File: src/rtl/sim_sw_status_pkg.sv
// Shared types and constants for the simulation SW status/console monitor.
package sim_sw_status_pkg;

    localparam int unsigned ChanStride = 8;
    localparam int unsigned MaxChW     = 4;

    typedef enum logic [15:0] {
        InTest = 16'h4354,
        InWfi  = 16'h1d1e,
        Passed = 16'h900d,
        Failed = 16'hbaad
    } sw_status_e;

    typedef enum logic [1:0] {
        ChIdle = 2'd0,
        ChRun  = 2'd1,
        ChPass = 2'd2,
        ChFail = 2'd3
    } chan_state_e;

    typedef struct packed {
        logic [MaxChW-1:0] chan;
        logic [7:0]        data;
    } con_entry_t;

endpackage

File: src/rtl/prim_fifo_sync.sv
// Synchronous valid/ready FIFO; a push into a full FIFO is accepted when a pop happens in the same cycle.
module prim_fifo_sync #(
    parameter int unsigned Width = 8,
    parameter int unsigned Depth = 4,
    parameter bit          Pass  = 1'b0
) (
    input  logic             clk_i,
    input  logic             rst_ni,
    input  logic             wvalid_i,
    output logic             wready_o,
    input  logic [Width-1:0] wdata_i,
    output logic             rvalid_o,
    input  logic             rready_i,
    output logic [Width-1:0] rdata_o
);

    localparam int unsigned PtrW = (Depth > 1) ? $clog2(Depth) : 1;
    localparam int unsigned CntW = $clog2(Depth + 1);

    logic [Width-1:0] mem_q [Depth];
    logic [PtrW-1:0]  wptr_q, wptr_d, rptr_q, rptr_d;
    logic [CntW-1:0]  cnt_q, cnt_d;
    logic             empty, full, pass_c, push, pop;

    assign empty  = (cnt_q == '0);
    assign full   = (cnt_q == CntW'(Depth));
    assign pass_c = Pass && empty;

    assign wready_o = !full || rready_i;
    assign rvalid_o = !empty || (pass_c && wvalid_i);
    assign rdata_o  = (pass_c) ? wdata_i : mem_q[rptr_q];

    // In pass-through mode a byte consumed straight from the input is never stored.
    assign push = wvalid_i && wready_o && !(pass_c && rready_i);
    assign pop  = !empty && rready_i;

    always_comb begin
        wptr_d = wptr_q;
        rptr_d = rptr_q;
        cnt_d  = cnt_q;
        if (push) begin
            wptr_d = (wptr_q == PtrW'(Depth - 1)) ? '0 : wptr_q + 1'b1;
        end
        if (pop) begin
            rptr_d = (rptr_q == PtrW'(Depth - 1)) ? '0 : rptr_q + 1'b1;
        end
        case ({push, pop})
            2'b10:   cnt_d = cnt_q + 1'b1;
            2'b01:   cnt_d = cnt_q - 1'b1;
            default: cnt_d = cnt_q;
        endcase
    end

    always_ff @(posedge clk_i or negedge rst_ni) begin
        if (!rst_ni) begin
            wptr_q <= '0;
            rptr_q <= '0;
            cnt_q  <= '0;
        end else begin
            wptr_q <= wptr_d;
            rptr_q <= rptr_d;
            cnt_q  <= cnt_d;
        end
    end

    always_ff @(posedge clk_i) begin
        if (push) begin
            mem_q[wptr_q] <= wdata_i;
        end
    end

endmodule

File: src/rtl/sim_sw_status_mon.sv
// Snoops a simulation-only write window: per-channel SW status FSMs, console FIFO and inactivity timeout.
module sim_sw_status_mon
    import sim_sw_status_pkg::*;
#(
    parameter int unsigned NumCh         = 2,
    parameter int unsigned AddrW         = 32,
    parameter int unsigned ConFifoDepth  = 16,
    parameter int unsigned TimeoutCycles = 0,
    parameter bit          EarlyFail     = 1'b1,
    localparam int unsigned ChW          = (NumCh > 1) ? $clog2(NumCh) : 1
) (
    input  logic               clk_i,
    input  logic               rst_ni,
    input  logic [AddrW-1:0]   start_addr_i,
    input  logic               wr_valid_i,
    input  logic [AddrW-1:0]   wr_addr_i,
    input  logic [31:0]        wr_data_i,
    output logic [NumCh*2-1:0] chan_state_o,
    output logic               done_o,
    output logic               passed_o,
    output logic               timeout_o,
    output logic               con_valid_o,
    input  logic               con_ready_i,
    output logic [7:0]         con_data_o,
    output logic [ChW-1:0]     con_chan_o,
    output logic               con_overflow_o
);

    logic [AddrW-1:0] off;
    logic [ChW-1:0]   ch;
    logic             hit, st_we, con_we, code_ok, code_hit;
    logic             any_run, any_fail, all_term, all_pass;
    logic             timeout_c;
    logic             overflow_q, overflow_d;
    logic             fifo_wready;
    con_entry_t       con_wr, con_rd;
    chan_state_e      state_q [NumCh];
    chan_state_e      state_d [NumCh];

    // Window decode, qualified by the strobe so idle bus values never matter.
    assign off    = wr_addr_i - start_addr_i;
    assign hit    = wr_valid_i && (off < AddrW'(NumCh * ChanStride));
    assign ch     = ChW'(off[AddrW-1:3]);
    assign st_we  = hit && !off[2];
    assign con_we = hit && off[2];

    always_comb begin
        code_ok = 1'b0;
        case (wr_data_i[15:0])
            InTest, InWfi, Passed, Failed: code_ok = 1'b1;
            default:                       code_ok = 1'b0;
        endcase
    end
    assign code_hit = st_we && code_ok;

    // Per-channel status FSMs; terminal states hold, everything freezes after a timeout.
    always_comb begin
        for (int i = 0; i < NumCh; i++) begin
            state_d[i] = state_q[i];
            if (st_we && !timeout_c && (ch == ChW'(i)) &&
                (state_q[i] == ChIdle || state_q[i] == ChRun)) begin
                case (wr_data_i[15:0])
                    InTest, InWfi: state_d[i] = ChRun;
                    Passed:        state_d[i] = ChPass;
                    Failed:        state_d[i] = ChFail;
                    default:       state_d[i] = state_q[i];
                endcase
            end
        end
    end

    always_ff @(posedge clk_i or negedge rst_ni) begin
        if (!rst_ni) begin
            for (int i = 0; i < NumCh; i++) begin
                state_q[i] <= ChIdle;
            end
        end else begin
            state_q <= state_d;
        end
    end

    always_comb begin
        any_run  = 1'b0;
        any_fail = 1'b0;
        all_term = 1'b1;
        all_pass = 1'b1;
        for (int i = 0; i < NumCh; i++) begin
            chan_state_o[2*i +: 2] = state_q[i];
            any_run  = any_run  | (state_q[i] == ChRun);
            any_fail = any_fail | (state_q[i] == ChFail);
            all_term = all_term & (state_q[i] == ChPass || state_q[i] == ChFail);
            all_pass = all_pass & (state_q[i] == ChPass);
        end
    end

    assign timeout_o = timeout_c;
    assign done_o    = all_term || timeout_c || (EarlyFail && any_fail);
    assign passed_o  = done_o && all_pass && !timeout_c;

    if (TimeoutCycles > 0) begin : g_timeout
        localparam int unsigned CntW = $clog2(TimeoutCycles + 1);
        logic [CntW-1:0] cnt_q, cnt_d;
        logic            to_q, to_d;

        // Saturating inactivity counter, restarted by any recognised status write.
        always_comb begin
            cnt_d = cnt_q;
            to_d  = to_q;
            if (code_hit) begin
                cnt_d = '0;
            end else if (any_run && !done_o && cnt_q != CntW'(TimeoutCycles)) begin
                cnt_d = cnt_q + 1'b1;
            end
            if (cnt_d == CntW'(TimeoutCycles)) begin
                to_d = 1'b1;
            end
        end

        always_ff @(posedge clk_i or negedge rst_ni) begin
            if (!rst_ni) begin
                cnt_q <= '0;
                to_q  <= 1'b0;
            end else begin
                cnt_q <= cnt_d;
                to_q  <= to_d;
            end
        end

        assign timeout_c = to_q;
    end else begin : g_no_timeout
        logic unused_to;
        assign unused_to = code_hit ^ any_run;
        assign timeout_c = 1'b0;
    end

    assign con_wr.chan = MaxChW'(ch);
    assign con_wr.data = wr_data_i[7:0];

    prim_fifo_sync #(
        .Width ($bits(con_entry_t)),
        .Depth (ConFifoDepth),
        .Pass  (1'b0)
    ) u_con_fifo (
        .clk_i    (clk_i),
        .rst_ni   (rst_ni),
        .wvalid_i (con_we),
        .wready_o (fifo_wready),
        .wdata_i  (con_wr),
        .rvalid_o (con_valid_o),
        .rready_i (con_ready_i),
        .rdata_o  (con_rd)
    );

    // Storage is not reset, so mask the payload while nothing is valid.
    assign con_data_o = con_valid_o ? con_rd.data : '0;
    assign con_chan_o = con_valid_o ? ChW'(con_rd.chan) : '0;

    assign overflow_d = overflow_q || (con_we && !fifo_wready);

    always_ff @(posedge clk_i or negedge rst_ni) begin
        if (!rst_ni) begin
            overflow_q <= 1'b0;
        end else begin
            overflow_q <= overflow_d;
        end
    end

    assign con_overflow_o = overflow_q;

    logic unused_bits;
    assign unused_bits = ^{wr_data_i[31:16], off[1:0]};

endmodule

File: config.mk
export PLATFORM = sky130hd
export DESIGN_NAME = sim_sw_status_mon
export DESIGN_NICKNAME = d
export VERILOG_FILES = /design/src/rtl/sim_sw_status_pkg.sv /design/src/rtl/prim_fifo_sync.sv /design/src/rtl/sim_sw_status_mon.sv
export SDC_FILE = /design/constraint.sdc
export NUM_CORES = 1
export LEC_CHECK = 0
export CORE_ASPECT_RATIO = 1.75
export CORE_UTILIZATION = 35
export DETAILED_ROUTE_END_ITERATION = 6
export HOLD_SLACK_MARGIN = 0.15
export PLACE_DENSITY = 0.53
export SYNTH_ARGS = -nofsm -noshare
export SYNTH_HDL_FRONTEND = slang
export SYNTH_SLANG_ARGS = --single-unit
File: constraint.sdc
create_clock -name clk_i -period 2.9 [get_ports clk_i]
set_input_delay 0.87 -clock clk_i [delete_from_list [all_inputs] [get_ports clk_i]]
set_output_delay 0.87 -clock clk_i [all_outputs]
set_load 0.005 [all_outputs]
## Yosys cells after proc, flatten, opt, wreduce, memory -nomap -nowiden

Memory sizes are Yosys's and may differ from the RTL's.
Index checks and enable logic that the tools add are counted.

| storage, ports and cells | value |
|---|---|
| bits in registers | 18 |
| memory bits (writable) | 144 |
| output and inout bits | 18 |
| logic and storage cells | 70 |
| memories kept | 1 |

| operators by class | value |
|---|---|
| $add $sub $neg | 5 |
| order comparisons | 1 |
| eq/ne operators | 15 |
| multiplexer cells | 8 |
| bitwise logic cells | 4 |
| reduce and logical (&&, ||, !) cells | 30 |

Memory list:

| memory | words | bits a word | rd ports | clocked after memory_dff | wr ports | line | text |
|---|---|---|---|---|---|---|---|
| u_con_fifo.mem_q | 16 | 9 | 1 | 0 | 1 | prim_fifo_sync.sv:20 | `logic [Width-1:0] mem_q [Depth];` |

Operator list:

| cell | count |
|---|---|
| == test 16 bit, second input constant | 2 |
| less-than comparator 32 x 5 -> 1 bit, second input constant | 1 |
| subtractor 32 bit | 1 |
| == test 16 x 13 -> 1 bit, second input constant | 1 |
| == test 16 x 15 -> 1 bit, second input constant | 1 |
| logical AND 1 bit | 11 |
| == test 2 bit, second input constant | 5 |
| case mux 5 bit (2 select lines) | 1 |
| adder 4 x 1 -> 4 bit, second input constant | 2 |
| == test 4 bit, second input constant | 2 |
| 2-to-1 mux 4 bit | 2 |
| 2-to-1 mux 8 bit | 1 |
| logical OR 1 bit | 7 |
| == test 2 x 1 -> 1 bit, second input constant | 3 |
| case mux 2 bit (3 select lines) | 1 |
| adder 5 x 1 -> 5 bit, second input constant | 1 |
| == test 5 bit, second input constant | 1 |
| zero test 5 bit | 1 |
| subtractor 5 x 1 -> 5 bit, second input constant | 1 |
| zero test 1 bit | 4 |
| zero test 2 bit | 2 |
| AND reduction 2 bit | 2 |
| 2-to-1 mux 1 bit | 3 |
| nonzero test 3 bit | 1 |
| 5 further kinds | 6 |

## Logic depth before layout (Yosys ltp)

| depth | value |
|---|---|
| word-level depth | 7 |
| depth in mapped cells | 25 |
| depth with buffers taken out | 21 |

## Hierarchy

A second synthesis with hierarchy kept.

| unflattened totals | value |
|---|---|
| cells, all modules | 844 |
| area, all modules | 11081.9 µm² |

By module, submodules not included:

| module | times used | cells an instance | area each (µm²) | seq. area each (µm²) |
|---|---|---|---|---|
| prim_fifo_sync | 1 | 417 | 8222.9 | 6090.8 |
| sim_sw_status_mon | 1 | 427 | 2859.0 | 125.1 |

## Worst setup path before layout

Ideal clock, no wire load.

| path | value |
|---|---|
| path kind | in2reg |
| start | in start_addr_i[25] |
| end | reg u_con_fifo.cnt_q[4] |
| setup time | 125 ps |
| arrival time | 5315 ps |
| required time | 2775 ps |
| slack | -2540 ps |
| stages on the path | 24 |
| path buffers | 4 |
| cells stage by stage | inv_1 -> ha_1 -> clkbuf_1 -> and4_1 -> nand3_1 -> o21a_1 -> o41ai_1 -> xor2_1 -> or4_1 -> or3_1 -> buf_2 -> nor3_4 -> buf_4 -> inv_1 -> ha_1 -> clkbuf_1 -> xor2_1 -> ha_1 -> o21ai_0 -> a21oi_1 -> a21oi_1 -> xor2_1 -> nor2_1 -> xor2_1 |

| on the way | value |
|---|---|
| word-level cells in the longest chain between the ends | 7 |

RTL lines:

| item | line | text |
|---|---|---|
| start, declared | sim_sw_status_mon.sv:14 | `input logic [AddrW-1:0] start_addr_i,` |
| subtractor 32 bit (*) | sim_sw_status_mon.sv:41 | `assign off = wr_addr_i - start_addr_i;` |
| less-than comparator 32 x 5 -> 1 bit (*) | sim_sw_status_mon.sv:42 | `assign hit = wr_valid_i && (off < AddrW'(NumCh * ChanStride));` |
| logical AND 1 bit (*) | sim_sw_status_mon.sv:42 |  |
| logical AND 1 bit (*) | sim_sw_status_mon.sv:45 | `assign con_we = hit && off[2];` |
| logical AND 1 bit (*) | prim_fifo_sync.sv:34 | `assign push = wvalid_i && wready_o && !(pass_c && rready_i);` |
| == test 2 x 1 -> 1 bit or == test 2 bit (tied branches) | prim_fifo_sync.sv:47 | `case ({push, pop})` |
| case mux 5 bit (2 select lines) or nonzero test 2 bit (tied branches) | n/a |  |
| end signal, assigned | prim_fifo_sync.sv:62 | `cnt_q <= cnt_d;` |
| end, declared | prim_fifo_sync.sv:22 | `logic [CntW-1:0] cnt_q, cnt_d;` |

Mark *: on every way between the ends. The rest lies on a longest branch, timed or not.
A chain may end at the register's enable or synchronous reset.

## Worst setup path in the final report

| path | value |
|---|---|
| start | in wr_addr_i[24] |
| end | reg u_con_fifo.cnt_q[4] |

| on the way | value |
|---|---|
| word-level cells in the longest chain between the ends | 7 |

RTL lines:

| item | line | text |
|---|---|---|
| start, declared | sim_sw_status_mon.sv:16 | `input logic [AddrW-1:0] wr_addr_i,` |
| subtractor 32 bit (*) | sim_sw_status_mon.sv:41 |  |
| less-than comparator 32 x 5 -> 1 bit (*) | sim_sw_status_mon.sv:42 |  |
| logical AND 1 bit (*) | sim_sw_status_mon.sv:42 |  |
| logical AND 1 bit (*) | sim_sw_status_mon.sv:45 |  |
| logical AND 1 bit (*) | prim_fifo_sync.sv:34 |  |
| == test 2 x 1 -> 1 bit or == test 2 bit (tied branches) | prim_fifo_sync.sv:47 |  |
| case mux 5 bit (2 select lines) or nonzero test 2 bit (tied branches) | n/a |  |

Marked as above.

==> qor.yml <==
synthesis:
  syn_avg_cell_area_um2: 11.97
  synthTopCellsByCount: "edfxtp_1 (144), inv_1 (48), nor2_1 (46)"
  netlist_area_um2: 9109
  ys.flop_type: "edfxtp_1"
  synth.distinct_cells: 82
  async_flop_share: 0.1111
  synth_area_leaders: "edfxtp_1 (47%), ha_1 (5.4%), dfrtp_1 (4.9%)"
  ys_seq_elements: 162
  yosysSeqAreaShare: 0.5242
  synth_fp_nets: 900
  synth_top_cell_area_share: 0.4747
  synthCells: 761
  yosys_warnings: 0
  synth_edf_count: 144
  synth_top_area_cell: "edfxtp_1"
  synth.most_common_cell: "edfxtp_1"
floorplan:
  coreArea_um2: 25430
  std_cell_rows: 77
  start_util: 0.3581
  dieArea_um2: 26700
  io_pins: 118
  dieWidth_um: 124.0
  die_h_um: 215.4
route:
  post-route-drc-count: 0
  dr.pass1.iters: 4
  vias: 8018
  wirelength_um: 32870
  wl_per_cell_um: 22.51
  via_per_inst: 5.492
  ant_nets: 0
  drt_iter0_drc: 341
clocking:
  cts_tree: "yes"
  clockBufferDepth: 2
  h-tree-depth: 4
  cts_root_buffer: "clkbuf_16"
  path_clk_slew_ps: 60
  clock-sinks: 162
  cts_buffers: 17
  ctsHoldBuffers: 0
  clkLatencyLatePin_ps: 420
critical_path:
  reg2reg_from: "u_con_fifo.cnt_q[0]"
  worstReg2RegEnd: "u_con_fifo.cnt_q[4]"
  cp_max_fo: 3
  worstSetupPathType: "input port to flip-flop"
  reg2reg_depth: 14
  worst_setup_path_end_kind: "flip-flop"
  worstSetupStartpointType: "input port"
  cp.arrival_ps: 4960
  reg2reg_slack_ps: 110
  worstPathRequired_ps: 3210
  crit_path_end: "u_con_fifo.cnt_q[4]"
  crit_start: "wr_addr_i[24]"
power_and_ir_drop:
  p_per_area_nw_per_um2: 614.1
  clock_power_share: 0.236
  power_leakage_nw: 5.815
  p_int_mw: 6.064
  pwr-share-seq: 0.298
  combPwrFrac: 0.466
  p_sw_mw: 3.018
  switching_share: 0.3323
  ir_drop_mv: 0.3960
global_route:
  grt_util_all_layers: 0.2562
  grt_pass1_vias: 8714
  grt_pass1_wl_um: 49390
  antenna_found_initial: 0
  grt_max_degree: 19
  gr-total-overflow: 0
sta:
  setup_slack_ps: -1754
  finalSetupViolCount: 167
  max_freq_ghz: 0.2149
  rsz0062_at_grt: "yes"
  slew_headroom: 0.5277
  hold-worst-slack_ps: 516.2
  hold_viol_final: 0
  period_share: 1.605
  drv_slew: 0
  fin_crit_ps: 4654
  tightestPinTransition_ps: 704.2
  fin_tns_setup_ps: -206660
  clock_skew_ps: 7.344
layout:
  area.sequential_um2: 4776
  multiInputGateArea_um2: 5211
  areaGrowthSynthToFinish_pct: 62.36
  drive_gt1_frac: 0.5219
  diodes: 0
  fillCellCount: 2137
  nNetsFinal: 1270
placement:
  portBuffers: 100
  place_hpwl_um: 23150
  place_congestion: 0.8857
  place_ws_ps: -2812
run_status:
  status: "finished with violations"
  violations: "setup timing"
flow_run:
  maxCapViolations: 0
min_path:
  hp-class: "flip-flop to flip-flop"
[metrics by stage]
stage	utilization	cell area, µm²	power, mW	cells
after global placement	0.4859	12360	6.089	1346
after CTS	0.5704	14510	8.854	1455
after floorplan	-	9465	4.477	761
final	0.5815	14790	9.082	1460
after detailed placement	0.4859	12360	6.156	1346
after global routing	0.5815	14790	9.469	1460
[layout by cell type (no fill, tap or decap), drive strengths merged, types with 18 or more instances in the layout]
cell	n
mux4	18
buf	313
clkbuf	22
inv	48
dlygate4sd2	25
clkdlybuf4s50	29
and3	24
o221ai	18
dfrtp	18
nor3	18
ha	39
nor2	46
a21oi	46
edfxtp	144
nand2	43
mux2i	40
o21ai	38
[power groups by stage]
| stage | Sequential [mW] | Clock, mW | Combinational, mW |
|---|---|---|---|
| floorplan | 2.72 | 0 | 1.76 |
| detailed placement | 2.75 | 0 | 3.41 |
| global route | 2.71 | 2.26 | 4.49 |
| finish | 2.71 | 2.14 | 4.23 |
| global placement | 2.74 | 0 | 3.35 |
| CTS | 2.70 | 2.18 | 3.98 |
[worst min-delay path by stage]
stage / startpoint / to / slack (ps) / cells past startpoint
2_1_floorplan: con_overflow_o / con_overflow_o / 450 / 1
3_3_place_gp: u_con_fifo.cnt_q[4] / u_con_fifo.cnt_q[4] / 470 / 1
3_5_place_dp: con_overflow_o / con_overflow_o / 490 / 1
4_1_cts: u_con_fifo.cnt_q[4] / u_con_fifo.cnt_q[4] / 510 / 1
5_1_grt: u_con_fifo.cnt_q[4] / u_con_fifo.cnt_q[4] / 530 / 1
6_report: u_con_fifo.cnt_q[4] / u_con_fifo.cnt_q[4] / 520 / 1
[flip-flops by register name, summed over array words and instances, names as in the netlist]
signal             cells
chan_state_o           4
u_con_fifo.wptr_q      4
con_overflow_o         1
u_con_fifo.rptr_q      4
u_con_fifo.cnt_q       5
u_con_fifo.mem_q     144
[critical path, cell delays in order]
cell and delay (ps):
dlygate4sd2_1 270, ha_4 280, nand2_1 90, o21ai_2 170, buf_6 130, buf_4 120
a21oi_4 40, o2111a_2 160, o41ai_2 310, xor2_1 110, or4_1 480, or3_4 360
nor3_4 200, inv_4 60, ha_4 160, xor2_1 140, ha_2 200, o21ai_2 160
a21oi_1 80, a21oi_1 170, xor2_1 160, nor2_1 70, xor2_1 160
[cell type report]
type / count / area share
clock buffer: 17 / 0.02876
tap: 316 / 0.02673
sequential: 162 / 0.3229
timing repair buffer: 386 / 0.2448
multi-input combinational: 515 / 0.3524
inverter: 49 / 0.01472
clock inverter: 15 / 0.009645
[cell families (layout without fill, tap and decap cells)]
kind of cell               Yosys count  count (layout)  share of synthesized area
other                                1               1                  0.0004117
AOI/OAI and AO/OA                  186             186                     0.1397
and+or+nand+nor                    192             199                     0.1159
xor gates and xnor gates            25              25                    0.02404
buffers and inverters               91             467                    0.04423
DFF                                162             162                     0.5242
adders and majority gates           39              39                    0.05357
muxes                               65              65                    0.09794
[timing repair]
item,CTS,global route
setup endpoints to repair,167,168
pin swaps,117,88
gates resized for setup,390,105
cloned,16,0
buffers inserted,67,19
[routing by layer]
metal / part of all wire / vias up / routed length [µm] / GRT usage
met5: 0 / - / 0 / 0
met4: 0.082 / 0 / 2706 / 0.1889
met3: 0.034 / 110 / 1127 / 0.03700
met2: 0.57 / 258 / 18770 / 0.4989
met1: 0.31 / 3955 / 10270 / 0.2253
li1: - / 3695 / - / -
(Power assumes the default switching activity.)
